**src/rtl/mem_integrity_scoreboard_if.sv**
```systemverilog
// Memory port bundle observed by the integrity scoreboard.
// master: whoever drives the memory port (requester plus memory read data).
// slave:  a passive observer such as the scoreboard.
interface mem_integrity_scoreboard_if #(
  parameter int ADDR_W = 4,
  parameter int DATA_W = 32
);
  logic                  wr_en;
  logic [ADDR_W-1:0]     wr_addr;
  logic [DATA_W-1:0]     wr_data;
  logic [DATA_W/8-1:0]   wr_be;
  logic                  rd_en;
  logic [ADDR_W-1:0]     rd_addr;
  logic [DATA_W-1:0]     rd_data;

  modport master (
    output wr_en, wr_addr, wr_data, wr_be,
    output rd_en, rd_addr, rd_data
  );

  modport slave (
    input wr_en, wr_addr, wr_data, wr_be,
    input rd_en, rd_addr, rd_data
  );
endinterface

```
**src/rtl/mem_integrity_scoreboard.sv**
```systemverilog
// Read-after-write integrity checker for a fixed-latency synchronous memory.
// Keeps a byte-writable shadow copy plus a written flag per entry, carries the
// expected word of each read down an RD_LAT-deep pipe, and compares it against
// the returned read data. Errors pulse, count (saturating) and the first one
// is captured until cleared.
module mem_integrity_scoreboard #(
  parameter int ADDR_W     = 4,
  parameter int DATA_W     = 32,
  parameter int RD_LAT     = 1,
  parameter int RAW_NEW    = 0,
  parameter int UNINIT_CHK = 1,
  parameter int CNT_W      = 16
) (
  input  logic                        i_clk,
  input  logic                        i_reset_n,
  mem_integrity_scoreboard_if.slave   i_mem,
  input  logic                        i_clr_err,
  output logic                        o_err_mismatch,
  output logic                        o_err_uninit,
  output logic [CNT_W-1:0]            o_err_count,
  output logic                        o_first_vld,
  output logic [ADDR_W-1:0]           o_first_addr,
  output logic [DATA_W-1:0]           o_first_exp,
  output logic [DATA_W-1:0]           o_first_act
);

  localparam int DEPTH  = 2**ADDR_W;
  localparam int NBYTES = DATA_W/8;
  localparam logic [CNT_W-1:0] CNT_MAX = '1;
  localparam logic [CNT_W-1:0] CNT_ONE = {{(CNT_W-1){1'b0}}, 1'b1};

  logic [DATA_W-1:0] r_mem [DEPTH];
  logic [DEPTH-1:0]  r_valid;

  logic [RD_LAT-1:0] r_pipe_act;
  logic [RD_LAT-1:0] r_pipe_chk;
  logic [ADDR_W-1:0] r_pipe_addr [RD_LAT];
  logic [DATA_W-1:0] r_pipe_exp  [RD_LAT];

  logic              r_err_mismatch;
  logic              r_err_uninit;
  logic [CNT_W-1:0]  r_err_count;
  logic              r_first_vld;
  logic [ADDR_W-1:0] r_first_addr;
  logic [DATA_W-1:0] r_first_exp;
  logic [DATA_W-1:0] r_first_act;

  logic [DATA_W-1:0] w_rd_old;
  logic [DATA_W-1:0] w_rd_merged;
  logic              w_raw_hit;
  logic [DATA_W-1:0] w_rd_exp;
  logic              w_rd_vld;
  logic              w_exit_act;
  logic              w_exit_chk;
  logic [ADDR_W-1:0] w_exit_addr;
  logic [DATA_W-1:0] w_exit_exp;
  logic              w_mismatch;
  logic              w_uninit;
  logic              w_err;

  // Expected word and written flag for the read issued this cycle, including
  // the optional forwarding of a same-cycle write to the same address.
  always_comb begin
    w_rd_old    = r_mem[i_mem.rd_addr];
    w_rd_merged = w_rd_old;
    for (int b = 0; b < NBYTES; b++) begin
      if (i_mem.wr_be[b]) begin
        w_rd_merged[b*8 +: 8] = i_mem.wr_data[b*8 +: 8];
      end
    end
    w_raw_hit = (RAW_NEW != 0) && i_mem.wr_en && (i_mem.wr_addr == i_mem.rd_addr);
    if (w_raw_hit) begin
      w_rd_exp = w_rd_merged;
      w_rd_vld = r_valid[i_mem.rd_addr] | (|i_mem.wr_be);
    end else begin
      w_rd_exp = w_rd_old;
      w_rd_vld = r_valid[i_mem.rd_addr];
    end
  end

  // Shadow data: byte-masked update, never cleared so partial writes merge.
  always_ff @(posedge i_clk) begin
    for (int b = 0; b < NBYTES; b++) begin
      if (i_mem.wr_en && i_mem.wr_be[b]) begin
        r_mem[i_mem.wr_addr][b*8 +: 8] <= i_mem.wr_data[b*8 +: 8];
      end
    end
  end

  // Written flags: cleared together on reset, set by any enabled byte.
  always_ff @(posedge i_clk) begin
    if (!i_reset_n) begin
      r_valid <= '0;
    end else if (i_mem.wr_en && (|i_mem.wr_be)) begin
      r_valid[i_mem.wr_addr] <= 1'b1;
    end
  end

  // Read tracking pipe; reset drops all in-flight compares.
  always_ff @(posedge i_clk) begin
    if (!i_reset_n) begin
      r_pipe_act <= '0;
      r_pipe_chk <= '0;
    end else begin
      r_pipe_act[0]  <= i_mem.rd_en;
      r_pipe_chk[0]  <= w_rd_vld;
      r_pipe_addr[0] <= i_mem.rd_addr;
      r_pipe_exp[0]  <= w_rd_exp;
      for (int i = 1; i < RD_LAT; i++) begin
        r_pipe_act[i]  <= r_pipe_act[i-1];
        r_pipe_chk[i]  <= r_pipe_chk[i-1];
        r_pipe_addr[i] <= r_pipe_addr[i-1];
        r_pipe_exp[i]  <= r_pipe_exp[i-1];
      end
    end
  end

  // Compare at pipe exit; unwritten entries skip the data compare entirely.
  always_comb begin
    w_exit_act  = r_pipe_act[RD_LAT-1];
    w_exit_chk  = r_pipe_chk[RD_LAT-1];
    w_exit_addr = r_pipe_addr[RD_LAT-1];
    w_exit_exp  = r_pipe_exp[RD_LAT-1];
    w_uninit    = w_exit_act && !w_exit_chk && (UNINIT_CHK != 0);
    w_mismatch  = w_exit_act && w_exit_chk && (i_mem.rd_data != w_exit_exp);
    w_err       = w_uninit || w_mismatch;
  end

  // Error pulses, saturating count and first-error capture; a new error
  // beats a simultaneous clear.
  always_ff @(posedge i_clk) begin
    if (!i_reset_n) begin
      r_err_mismatch <= 1'b0;
      r_err_uninit   <= 1'b0;
      r_err_count    <= '0;
      r_first_vld    <= 1'b0;
      r_first_addr   <= '0;
      r_first_exp    <= '0;
      r_first_act    <= '0;
    end else begin
      r_err_mismatch <= w_mismatch;
      r_err_uninit   <= w_uninit;
      if (i_clr_err) begin
        r_err_count <= w_err ? CNT_ONE : '0;
      end else if (w_err && (r_err_count != CNT_MAX)) begin
        r_err_count <= r_err_count + CNT_ONE;
      end
      if (w_err && (i_clr_err || !r_first_vld)) begin
        r_first_vld  <= 1'b1;
        r_first_addr <= w_exit_addr;
        r_first_exp  <= w_uninit ? '0 : w_exit_exp;
        r_first_act  <= i_mem.rd_data;
      end else if (i_clr_err) begin
        r_first_vld  <= 1'b0;
        r_first_addr <= '0;
        r_first_exp  <= '0;
        r_first_act  <= '0;
      end
    end
  end

  assign o_err_mismatch = r_err_mismatch;
  assign o_err_uninit   = r_err_uninit;
  assign o_err_count    = r_err_count;
  assign o_first_vld    = r_first_vld;
  assign o_first_addr   = r_first_addr;
  assign o_first_exp    = r_first_exp;
  assign o_first_act    = r_first_act;

endmodule

```
**src/flat_wrapper.sv**
```systemverilog
// flat-port wrapper written by rule: the top's interface ports become plain ports
module mem_integrity_scoreboard_flat 
#(
  parameter int ADDR_W     = 4,
  parameter int DATA_W     = 32,
  parameter int RD_LAT     = 1,
  parameter int RAW_NEW    = 0,
  parameter int UNINIT_CHK = 1,
  parameter int CNT_W      = 16
)
  (i_clk, i_reset_n, i_clr_err, o_err_mismatch, o_err_uninit, o_err_count, o_first_vld, o_first_addr, o_first_exp, o_first_act, i_mem_wr_en, i_mem_wr_addr, i_mem_wr_data, i_mem_wr_be, i_mem_rd_en, i_mem_rd_addr, i_mem_rd_data);
  mem_integrity_scoreboard_if #(.ADDR_W(ADDR_W), .DATA_W(DATA_W)) i_mem_i ();
  input  logic i_clk;
  input  logic i_reset_n;
  input  logic i_clr_err;
  output logic o_err_mismatch;
  output logic o_err_uninit;
  output logic [CNT_W-1:0] o_err_count;
  output logic o_first_vld;
  output logic [ADDR_W-1:0] o_first_addr;
  output logic [DATA_W-1:0] o_first_exp;
  output logic [DATA_W-1:0] o_first_act;
  input wire logic [$bits(i_mem_i.wr_en)-1:0] i_mem_wr_en;
  input wire logic [$bits(i_mem_i.wr_addr)-1:0] i_mem_wr_addr;
  input wire logic [$bits(i_mem_i.wr_data)-1:0] i_mem_wr_data;
  input wire logic [$bits(i_mem_i.wr_be)-1:0] i_mem_wr_be;
  input wire logic [$bits(i_mem_i.rd_en)-1:0] i_mem_rd_en;
  input wire logic [$bits(i_mem_i.rd_addr)-1:0] i_mem_rd_addr;
  input wire logic [$bits(i_mem_i.rd_data)-1:0] i_mem_rd_data;
  assign i_mem_i.wr_en = i_mem_wr_en;
  assign i_mem_i.wr_addr = i_mem_wr_addr;
  assign i_mem_i.wr_data = i_mem_wr_data;
  assign i_mem_i.wr_be = i_mem_wr_be;
  assign i_mem_i.rd_en = i_mem_rd_en;
  assign i_mem_i.rd_addr = i_mem_rd_addr;
  assign i_mem_i.rd_data = i_mem_rd_data;
  mem_integrity_scoreboard #(.ADDR_W(ADDR_W), .DATA_W(DATA_W), .RD_LAT(RD_LAT), .RAW_NEW(RAW_NEW), .UNINIT_CHK(UNINIT_CHK), .CNT_W(CNT_W)) u_core (.i_clk(i_clk), .i_reset_n(i_reset_n), .i_mem(i_mem_i), .i_clr_err(i_clr_err), .o_err_mismatch(o_err_mismatch), .o_err_uninit(o_err_uninit), .o_err_count(o_err_count), .o_first_vld(o_first_vld), .o_first_addr(o_first_addr), .o_first_exp(o_first_exp), .o_first_act(o_first_act));
endmodule
```
**config.mk**
```make
export PLATFORM = sky130hd
export DESIGN_NAME = mem_integrity_scoreboard_flat
export DESIGN_NICKNAME = d
export VERILOG_FILES = /design/src/rtl/mem_integrity_scoreboard_if.sv /design/src/rtl/mem_integrity_scoreboard.sv /design/src/flat_wrapper.sv
export SDC_FILE = /design/constraint.sdc
export NUM_CORES = 1
export LEC_CHECK = 0
export BUFFER_PORTS_ARGS = -buffer_cell sky130_fd_sc_hd__buf_2
export CAP_MARGIN = 40
export CORE_ASPECT_RATIO = 2
export CORE_UTILIZATION = 29
export CTS_BUF_LIST = sky130_fd_sc_hd__clkbuf_8
export DETAILED_ROUTE_END_ITERATION = 8
export GPL_TIMING_DRIVEN = 1
export PLACE_DENSITY = 0.45
export SLEW_MARGIN = 40
export SYNTH_ARGS = -nofsm -noshare
export SYNTH_HDL_FRONTEND = slang
export SYNTH_SLANG_ARGS = --single-unit
```
**constraint.sdc**
```tcl
create_clock -name i_clk -period 6 [get_ports i_clk]
set_input_delay 0.3 -clock i_clk [delete_from_list [all_inputs] [get_ports i_clk]]
set_output_delay 0.3 -clock i_clk [all_outputs]
set_load 0.005 [all_outputs]
```
* Yosys cells after proc, flatten, opt, wreduce, memory -nomap -nowiden
Memories as Yosys holds them, arrays and structs flattened.
Index checks and enable logic that the tools add are counted.
** Cells by class
- Bitwise logic cells :: 1
- Add/subtract/negate cells :: 1
- Reductions and logical operators :: 18
- Equality and inequality tests :: 2
- Magnitude comparators :: 3
- Muxes and demuxes :: 24
** Operators by type and width (number)
- two-way mux 32 bit :: 4
- two-way mux 16 bit :: 2
- != test 32 bit :: 1
- adder 16 x 1 -> 16 bit (second input constant) :: 1
- != test 16 bit (second input constant) :: 1
- OR 16 bit :: 1
- two-way mux 1 bit :: 14
- logical AND 1 bit :: 11
- < comparator 4 x 5 -> 1 bit (second input constant) :: 2
- two-way mux 4 bit :: 2
- binary-select mux 1 bit (select 4 bit) :: 1
- demux 1 bit (select 4 bit) :: 1
- greater-or-equal comparator 4 x 1 -> 1 bit (second input constant) :: 1
- nonzero test 2 bit :: 2
- OR reduction 4 bit :: 1
- zero test 1 bit :: 2
- logical OR 1 bit :: 2
** Word-level totals
- Memories kept :: 3
- Flip-flop bits (word level) :: 105
- RAM bits :: 548
- Logic and storage cells :: 62
- Input port bits :: 81
** Memory list
- u_core.r_mem :: depth 16, bits a word 32, rd ports 1, clocked after Yosys merged registers in 0, write ports 1, RTL line mem_integrity_scoreboard.sv:32 : logic [DATA_W-1:0] r_mem [DEPTH];
- u_core.r_pipe_exp :: depth 1, bits a word 32, rd ports 1, clocked after Yosys merged registers in 0, write ports 1, RTL line mem_integrity_scoreboard.sv:38 : logic [DATA_W-1:0] r_pipe_exp [RD_LAT];
- u_core.r_pipe_addr :: depth 1, bits a word 4, rd ports 1, clocked after Yosys merged registers in 0, write ports 1, RTL line mem_integrity_scoreboard.sv:37 : logic [ADDR_W-1:0] r_pipe_addr [RD_LAT];

* Logic depth before layout (Yosys ltp)
Gate-level depths: netlist (run 1).
An unclocked memory read counts as a cell.
- Depth in word-level cells :: 7
- Depth in mapped cells :: 8

* Worst setup path after synthesis (run 1)
OpenSTA, ideal clock, no wires.
- Kind :: input -> register
- Start :: in i_mem_rd_addr[1]
- End :: mem u_core.r_pipe_exp[0][0] (data pin)
- Required time :: 5728 ps
- Arrival :: 1814 ps
- Cell stages on the path :: 5
- Library setup time :: 272 ps
- Setup slack :: 3914 ps
- Buffers on the path :: 3
- Cells stage by stage :: buf_2 > clkbuf_1 > clkbuf_1 > mux4_2 > mux4_2
** Between the ends
- Word-level cells in the longest chain between the ends :: 1
** RTL lines
- from (decl) :: RTL line flat_wrapper.sv:28 : input wire logic [$bits(i_mem_i.rd_addr)-1:0] i_mem_rd_addr;
- memory (16 x 32 bit)
- named net u_core.w_rd_exp[0] :: RTL line mem_integrity_scoreboard.sv:51 : logic [DATA_W-1:0] w_rd_exp;
- to (decl) :: RTL line mem_integrity_scoreboard.sv:38
The timed path passes the listed nets, and every way through them passes these cells.

* Worst setup path after layout (run 1)
- Start :: mem u_core.r_pipe_exp[0][30]
- End :: reg u_core.r_first_exp[14] (netlist: u_core.o_first_exp[14])
** Between the ends
- Word-level cells in the longest chain between the ends :: 6
- Elaborated cells on any way between the ends :: 7
- Classes of those cells :: 1 x eq/ne; 1 x mux; 4 x reduce/logical; 1 x memory
** RTL lines
- memory (1 x 32 bit) *
- != test 32 bit * :: RTL line mem_integrity_scoreboard.sv:125 : w_mismatch = w_exit_act && w_exit_chk && (i_mem.rd_data != w_exit_exp);
- logical AND 1 bit * :: RTL line mem_integrity_scoreboard.sv:125
- logical OR 1 bit * :: RTL line mem_integrity_scoreboard.sv:126 : w_err = w_uninit || w_mismatch;
- logical AND 1 bit * :: RTL line mem_integrity_scoreboard.sv:148 : if (w_err && (i_clr_err || !r_first_vld)) begin
- two-way mux 32 bit / nonzero test 2 bit (equally long branches)
- to (signal assigned) :: RTL line mem_integrity_scoreboard.sv:151 : r_first_exp <= w_uninit ? '0 : w_exit_exp;
- to (decl) :: RTL line mem_integrity_scoreboard.sv:45 : logic [DATA_W-1:0] r_first_exp;
Mark *: on every way between the ends. The rest lies on a longest branch, timed or not.
A chain may end at the register's enable or synchronous reset.

==> metrics.txt, run 1 <==
FMAX=0.305 GHz; CTS root buf=clkbuf_8; Static Leak=0.00992 µW; DR iter-0 viols=826; gate count of the mapped netlist=1304; Final WS setup=2.72 ns; count of cell types in the netlist=43; Clock Skew=0.0284 ns; final net count=1697; synthesized cell area=25000 µm²; # DRC=0; Syn Area/Cell=19.2 µm²; Die H=417 µm; hold crit path type=primary input to register; Starting Density=0.292; TritonCTS clock tree=done; Synth top area share=0.658; Final period util=0.546; maxcap violations=0; top-count cell post-synth=edfxtp_1; antenna viol nets, final=0; switching power share of the total=0.229; Clk pwr share=0.373; NetSw=2020 µW; Yosys reg bits=653; Syn-to-layout area delta=19.0%; layout cells sized above 1=0.318; status=finished, final reports clean; Synth Area in Compound Gates=0.0311; global-route wire length before repair=96500 µm; post-synthesis mux area share=0.149; postcts setup bufs=0; Synthesized Nets=1386; Min Hold Slack=0.114 ns; crit path launch type=register; CTS H-tree lvls=3; io pins=168; CP Max Fanout=73; TritonRoute pass-1 iters=5; setup violators final=0; Via-to-Cell Ratio=4.75; Die Footprint=87500 µm²; post-synthesis simple-gate area fraction=0.0493; Final Slew Violations=0; top post-synthesis cells by count=edfxtp_1, mux4_2, dfxtp_1; DIE WIDTH=210 µm; Reg power frac=0.568; top cells by area, synth=edfxtp_1, mux4_2, dfxtp_1, nor2_1, a22o_1; worst path cell trace=xnor2_1, nand4_1, nor4_4, a31oi_4, buf_4, nor2_4, buf_8, a22o_1; endpoint type of the worst setup path=register; wire per inst=23.9 µm; largest family of logic cells by synthesized area=multiplexers; Detail Placement HPWL=44000 µm; clk_lat worst skew=0.70 ns; Logic pwr share=0.059; Hold Vio Cnt, Final=0; Post-Synth XOR/XNOR Area=0.0112; Worst path max stage delay=0.64 ns; Critical Path RT=6.63 ns; gpl congestion=0.884; Warnings, synthesis=0; Int Pwr=6830 µW; VDD IR max=0.123 mV; Primary FF master, synth=edfxtp_1; Sum Neg Setup Slack=0 ns; Worst-Margin Slew=0.796 ns; core area=85600 µm²; Max clock buf depth=3; vias in the first global route=14200; Final min period=3.28 ns; # port buffers=167; async set or reset register ratio after synthesis=0; Critical Path Slowest Stage Cell=xnor2_1; adder-cell area share of the yosys netlist=0.000500; # rows=152; Clock transition at path regs=0.06 ns; final WL=66200 µm; Post-synth EDFFs=548; fin util=0.348; GR Util All Layers=0.154; Cell Pwr Density=298 nW/µm²; fill cell count=8102; TritonCTS buffer count=91; via count=13100; Yosys top cell by area=edfxtp_1; Slew headroom=0.466; Worst Path Arrival=3.90 ns; sequential share of the synthesized area=0.742; post-route cell area=29800 µm²; pin count of the biggest net entering global routing=74; post-cts gate resize count=0; Area after DPL=27400 µm²; RSZ-0062 raised after global routing=no; initial antenna violation count=12; pre-CTS setup slack=2.45 ns; grt ovf=0; CTS sink count=653; Setup Crit Path Kind=register to register
[logic make-up after synthesis]
kind of cell | count (synthesis)
xor gates and xnor gates | 32
buffers and inverters | 74
AOI/OAI and AO/OA | 114
DFF | 653
and+or+nand+nor | 263
muxes | 167
adders and majority gates | 1
[flip-flops by register name, summed over array words and instances, names as in the netlist]
name                   count
u_core.r_valid            16
u_core.o_err_uninit        1
u_core.o_first_addr        4
u_core.r_pipe_act          1
u_core.r_mem             512
u_core.o_err_mismatch      1
u_core.r_pipe_exp         32
u_core.o_first_vld         1
u_core.o_err_count        16
u_core.r_pipe_addr         4
u_core.o_first_exp        32
u_core.o_first_act        32
u_core.r_pipe_chk          1
[layout make-up]
cell class	instances	area [µm²]	area share
inverters	1	3.75	0.000126
clock buffers	96	1320	0.0444
repair buffers	291	2010	0.0677
flip-flops and latches	653	18600	0.624
well taps	1078	1350	0.0453
diodes	4	10.0	0.000336
multi-input cells	577	6120	0.206
clock inverters	70	377	0.0127
[metal layers]
metal | track usage | part of all wire
met2 | 0.300 | 0.56
met4 | 0.0528 | 0.026
met1 | 0.162 | 0.36
met5 | 0 | 0.00074
met3 | 0.0308 | 0.046
[worst max-delay path, delay by kind of cell (launching register included)]
family	cells	cell delay (ns)
XOR/XNOR	1	0.64
buffers and inverters	2	0.57
AND/OR/NAND/NOR	3	1.18
flip-flops	1	0.53
AO/OA/AOI/OAI	2	0.27
[layout by cell type (no fill, tap or decap), types with 11 or more instances in the layout]
master	Yosys	layout
o21a_1	16	16
clkbuf_8	0	96
clkinv_1	0	14
xnor2_1	32	32
o21ai_0	44	44
dfxtp_1	105	105
nor2_2	0	25
nand4_1	16	16
edfxtp_1	548	548
nand2_1	65	64
inv_1	1	39
a21oi_1	11	11
nor2_1	91	66
buf_4	2	52
a22o_1	32	32
mux4_2	165	165
buf_2	20	164
nand3_1	52	52
dlygate4sd3_1	0	68
[stage by stage]
step	power, µW	cells
3_5_place_dp	5630	2531
4_1_cts	9000	2765
3_3_place_gp	5610	2528
5_1_grt	9200	2770
6_report	8860	2770
2_1_floorplan	5390	1304
[worst paths after layout]
| kind | to | start | depth (start not counted) | slack [ns] |
|---|---|---|---|---|
| worst max register to register | u_core.o_first_exp[14] | u_core.r_pipe_exp[0][30] | 8 | 2.72 |
| worst min register to register | u_core.o_first_act[0] | u_core.o_first_act[0] | 2 | 0.46 |
| worst min-delay path | u_core.r_pipe_addr[0][1] | i_mem_rd_addr[1] | 1 | 0.11 |
| worst max-delay path | u_core.o_first_exp[14] | u_core.r_pipe_exp[0][30] | 8 | 2.72 |
[power groups by stage]
stage | Clock, µW | Sequential (µW) | Combinational, µW
2_1_floorplan | 0 | 5120 | 276
3_3_place_gp | 0 | 5130 | 486
3_5_place_dp | 0 | 5130 | 501
4_1_cts | 3430 | 5030 | 539
5_1_grt | 3600 | 5030 | 566
6_report | 3300 | 5030 | 523
[what timing repair did]
action / CTS / global route
endpoints found under the setup margin: 0 / 0
hold endpoints to repair: 553 / 0
hold buffers: 68 / 0
No activity file was read; power rests on OpenSTA's default activity.
==> run 2: changes to the inputs <==
Settings changed: ABC_AREA set to 1, PLACE_DENSITY 0.45 to 0.47.
Clock period 6 ns to 2.95 ns, I/O delays scaled along.
==> metrics.txt, run 2 <==
status=finished, final reports clean; VDD IR max=0.276 mV (+120%); max FFs per register=512 (unchanged); gpl congestion=0.803 (-9.2%); Warnings, synthesis=0 (unchanged); CP bufs+invs=1 (-1); GR Util All Layers=0.168 (+0.0141); met1 wire length=28800 µm (+20%); # rows=154 (+1.3%); TritonCTS clock tree=done; CTS sink count=653 (unchanged); Clock transition at path regs=0.07 ns (about the same); CTS H-tree lvls=3 (unchanged); count of cell types in the netlist=33 (-23%); worst path cell trace=xnor2_1, nand2_1, nor2_1, nand2_1, nor2_1, nand2_2, nand2_2, nand2_4, nand2_4, nand2_1, nand2_1, a21oi_1, dlygate4sd3_1; top routing layer in use=met5; Hold Crit Start=i_mem_rd_addr[0]; sequential share of the synthesized area=0.716 (-0.0260); commonest non-fill, non-tap cell in the layout=edfxtp_1; TritonCTS buffer count=88 (-3.3%); Max clock buf depth=3 (unchanged); Worst-Margin Slew=0.716 ns (-0.0798 ns); Synth top area share=0.635 (-0.0230); Multi-input gate area=6440 µm² (+5.2%); Yosys reg bits=653 (unchanged); Primary FF master, synth=edfxtp_1; post-cts gate resize count=0 (unchanged); FMAX=0.366 GHz (+20%); setup violators final=0 (unchanged); pin count of the biggest net entering global routing=142 (+92%); Top reg by flops=u_core.r_mem; Final min period=2.73 ns (-0.544 ns); Syn-to-layout area delta=19.3%; top cells by area, synth=edfxtp_1, dfxtp_1, nor2_1, o21ai_0, o221ai_1; Via-to-Cell Ratio=4.95 (+4.3%); initial antenna violation count=11 (-1); Clock Skew=0.0387 ns (+0.0104 ns); met3 wire len=3620 µm (+20%); final net count=2529 (+49%); top post-synthesis cells by count=edfxtp_1, nor2_1, o21ai_0; Critical Path Slowest Stage Cell=dlygate4sd3_1; Synthesized Nets=2251 (+62%); Cell Pwr Density=593 nW/µm² (+99%); most frequent cell on the critical path=nand2_1; global-route wire length before repair=113000 µm (+18%); worst r2r src=u_core.r_pipe_exp[0][22]; Setup Crit Path Kind=register to register; Static Leak=0.0106 µW (+6.3%); CTS root buf=clkbuf_8; maxcap violations=0 (unchanged); layout cells sized above 1=0.158 (-0.160); # port buffers=167 (unchanged); synthesized cell area=25900 µm² (+3.6%); Worst path max stage delay=0.57 ns (-0.07 ns); grt ovf=0 (unchanged); Min Hold Slack=0.101 ns (-0.0133 ns); crit path launch type=register; Hold Vio Cnt, Final=0 (unchanged); core area=88200 µm² (+3.1%); DIE WIDTH=213 µm (+1.8%); gate count of the mapped netlist=2169 (+66%); met2 wire len=41300 µm (+11%); # DRC=0 (unchanged); Yosys top cell by area=edfxtp_1; crit path from=u_core.r_pipe_exp[0][22]; vias in the first global route=18300 (+29%); Pwr Total=18300 µW (+110%); Sequential Area=18600 µm² (unchanged); Worst Path Arrival=3.34 ns (-0.56 ns); most frequent cells in the layout=edfxtp_1, nor2_1, o21ai_0, nand2_1, buf_2; Post-synth EDFFs=548 (unchanged); CP Max Fanout=9 (-88%); kind of cell adding the most delay to the critical path=simple AND/OR/NAND/NOR gates; top-count cell post-synth=edfxtp_1; antenna viol nets, final=0 (unchanged); io pins=168 (unchanged); wire per inst=20.8 µm (-13%); Slew headroom=0.523 (+0.0570); Critical Path RT=3.56 ns (-3.07 ns); endpoint type of the worst setup path=register; Final period util=0.926 (+0.380); TritonRoute pass-1 iters=5 (unchanged); final WL=76500 µm (+16%); Detail Placement HPWL=49700 µm (+13%); Syn Area/Cell=12.0 µm² (-38%); RSZ-0062 raised after global routing=no; Starting Density=0.294 (+0.00144); fill cell count=8904 (+9.9%); hold crit path type=primary input to register; Final Slew Violations=0 (unchanged); Die Footprint=90700 µm² (+3.6%); DR iter-0 viols=1116 (+35%); Sum Neg Setup Slack=0 ns (unchanged); clk_lat worst skew=0.73 ns (+0.03 ns); via count=18200 (+39%); async set or reset register ratio after synthesis=0 (unchanged); Die H=425 µm (+1.8%)
## run 2: cell type report
type,count,area share
Sequential cell,653,0.600
Multi-Input combinational cell,1285,0.208
Timing Repair Buffer,339,0.0793
Tap cell,1170,0.0473
Clock buffer,94,0.0418
Clock inverter,65,0.0129
Inverter,80,0.00991
Antenna cell,1,0.0000809
## run 2: what timing repair did
item | CTS | global route
hold buffers | 76 | 0
setup endpoints to repair | 0 | 1
endpoints found under the hold margin | 586 | 0
setup buffers | 0 | 6
## run 2: cell families after synthesis
kind of cell / Yosys count / share of synthesized area
fa+ha+maj: 1 / 0.000483
compound gates: 540 / 0.123
xor+xnor: 26 / 0.00879
buf+inv: 231 / 0.0354
flops: 653 / 0.716
simple gates: 718 / 0.116
## run 2: final timing paths
| kind | endpoint | cells past startpoint | slack (ns) |
|---|---|---|---|
| min | u_core.r_pipe_addr[0][0] | 2 | 0.10 |
| max reg2reg | u_core.o_err_count[8] | 13 | 0.22 |
| min reg2reg | u_core.r_valid[9] | 2 | 0.46 |
| max | u_core.o_err_count[8] | 13 | 0.22 |
## run 2: metal layers
metal	track usage	vias to the layer above
li1	-	8476
met1	0.179	9057
met2	0.319	543
met3	0.0307	152
met4	0.0699	18
met5	0	-
## run 2: through the flow
step | instance area (µm²) | util | instances | worst slack [ns]
global placement | 28400 | 0.322 | 3445 | 0.386
CTS | 30900 | 0.350 | 3680 | 0.0849
finish | 30900 | 0.350 | 3687 | 0.219
global route | 30900 | 0.350 | 3687 | 0.0873
floorplan | 25900 | - | 2169 | 1.18
detailed placement | 28400 | 0.322 | 3445 | 0.326
## run 2: where the power goes
group	switching, µW	internal (µW)	total, µW	leakage, µW
logic	901	420	1320	0.00377
registers	67.7	10200	10200	0.00582
clock network	3470	3320	6790	0.000960
total	4440	13900	18300	0.0106
==> run 3: changes to the inputs <==
Settings changed: CORE_UTILIZATION 29 to 45, PLACE_DENSITY 0.47 to 0.66.
==> metrics.txt, run 3 (synthesis gave the netlist of run 2 again) <==
status=finished, final reports clean; Multi-input gate area=6460 µm² (+0.19%); maxcap violations=0 (unchanged); gpl congestion=0.907 (+13%); Starting Density=0.454 (+0.160); switching power share of the total=0.236 (-0.00599); fill cell count=4830 (-46%); Setup Crit Path Kind=register to register; max FFs per register=512 (unchanged); layout cells sized above 1=0.154 (-0.00351); Via-to-Cell Ratio=5.66 (+14%); Clock Skew=0.0288 ns (-0.00992 ns); Slew headroom=0.445 (-0.0777); Logic pwr share=0.072 (about the same); grt ovf=0 (unchanged); Final min period=2.75 ns (+0.0202 ns); Worst Path Arrival=3.32 ns (-0.02 ns); Top reg by flops=u_core.r_mem; VDD IR max=0.336 mV (+22%); hold crit path type=primary input to register; # port buffers=167 (unchanged); Hold Crit Start=i_mem_wr_addr[3]; TritonCTS buffer count=84 (-4.5%); FMAX=0.363 GHz (-0.73%); Cell Pwr Density=595 nW/µm² (+0.35%); fin util=0.530 (+0.180); GR Util All Layers=0.235 (+0.0667); core area=57100 µm² (-35%); post-route cell area=30300 µm² (-2.1%); DR iter-0 viols=1343 (+20%); TritonCTS clock tree=done; wire per inst=21.3 µm (+2.5%); Sequential Area=18600 µm² (unchanged); io pins=168 (unchanged); Area after DPL=27800 µm² (-2.1%); crit path from=u_core.o_err_count[0]; final WL=69400 µm (-9.4%); TritonRoute pass-1 iters=7 (+2); Clock transition at path regs=0.08 ns (about the same); Die Footprint=58600 µm² (-35%); Reg power frac=0.568 (+0.010); most frequent cells in the layout=edfxtp_1, nor2_1, o21ai_0, nand2_1, buf_2; setup violators final=0 (unchanged); worst r2r src=u_core.o_err_count[0]; NetSw=4250 µW (-4.2%); crit path launch type=register; Final Slew Violations=0 (unchanged); Max clock buf depth=3 (unchanged); CTS sink count=653 (unchanged); initial antenna violation count=6 (-5); commonest non-fill, non-tap cell in the layout=edfxtp_1; CP Max Fanout=18 (+9); Critical Path RT=3.52 ns (-0.04 ns); via count=18400 (+1.1%); Clk pwr share=0.360 (-0.010); met2 usage=0.436 (+0.117); Final period util=0.933 (+0.00686); gr busiest metal=met2; Static Leak=0.0105 µW (-0.65%); met1 usage=0.248 (+0.0690); clk_lat worst skew=0.68 ns (-0.05 ns); # rows=124 (-19%); DIE WIDTH=172 µm (-20%); M3 GR Usage=0.0376 (+0.00687); CTS root buf=clkbuf_8; # DRC=0 (unchanged); RSZ-0062 raised after global routing=no; Int Pwr=13800 µW (-1.0%); Sum Neg Setup Slack=0 ns (unchanged); CTS H-tree lvls=3 (unchanged); final net count=2519 (-0.40%); endpoint type of the worst setup path=register; Hold Vio Cnt, Final=0 (unchanged); antenna viol nets, final=0 (unchanged); Worst-Margin Slew=0.829 ns (+0.114 ns); pin count of the biggest net entering global routing=145 (+2.1%); Syn-to-layout area delta=16.8%; postcts setup bufs=0 (unchanged); vias in the first global route=18100 (-1.4%); Detail Placement HPWL=44300 µm (-11%); global-route wire length before repair=103000 µm (-9.6%); Die H=341 µm (-20%)
## run 3: cell types whose count changed in the layout (fill, tap and decap cells not counted), moves of 4 or more
cell	previous run	this run
clkbuf_8	94	86
buf_4	88	81
nor2_1	377	372
nor2_2	1	6
buf_12	10	6
dlygate4sd3_1	76	80
## run 3: area by class of cell
type,instances,share of cell area
timing repair buffer,333,0.0784
sequential,653,0.613
clock inverter,65,0.0142
inverter,80,0.0102
tap,756,0.0313
antenna,2,0.000165
clock buffer,86,0.0391
multi-input combinational,1285,0.213
## run 3: power by group through the flow
stage               combinational (µW)  clock, µW  sequential [µW]
CTS                               1280       6580            10200
detailed placement                1190          0            10400
global placement                  1160          0            10400
finish                            1290       6490            10200
global route                      1400       6930            10200
floorplan                          668          0            10400
## run 3: metal layers
metal | share of wire | routed length, µm
met1 | 0.36 | 24700
met2 | 0.53 | 37100
met3 | 0.058 | 4040
met4 | 0.050 | 3500
met5 | 0.00063 | 44
## run 3: worst max-delay path, stage by stage, from the launching register on
cell and delay, ns:
dfxtp_1 0.40, ha_1 0.20, nand2_1 0.11, nor2_2 0.17, nand2_2 0.12, nor2_4 0.11, inv_2 0.06, nor2_4 0.08
nand4_2 0.19, nand2_4 0.26, nand2_1 0.20, nand2_1 0.13, a21oi_1 0.06, dlygate4sd3_1 0.57
## run 3: stage by stage
stage | total power (µW) | hold WS [ns] | std cells | setup slack, ns
detailed placement | 11600 | 0.438 | 3027 | 0.606
floorplan | 11100 | 0.241 | 2169 | 1.18
finish | 18000 | 0.0591 | 3260 | 0.199
global route | 18600 | 0.0521 | 3260 | 0.0132
global placement | 11600 | 0.431 | 3027 | 0.687
CTS | 18100 | 0.00289 | 3258 | 0.0875
## run 3: final timing paths
path | endpoint | slack [ns] | cells past startpoint
worst max-delay path | u_core.o_err_count[8] | 0.20 | 13
worst min-delay path | u_core.r_valid[15] | 0.06 | 5
worst max register to register | u_core.o_err_count[8] | 0.20 | 13
worst min register to register | u_core.r_valid[9] | 0.46 | 2
## run 3: repair_timing
| item | in CTS | in global routing |
|---|---|---|
| gates resized for setup | 0 | 3 |
| endpoints found under the hold margin | 576 | 0 |
| endpoints found under the setup margin | 0 | 9 |
| hold buffers | 80 | 0 |
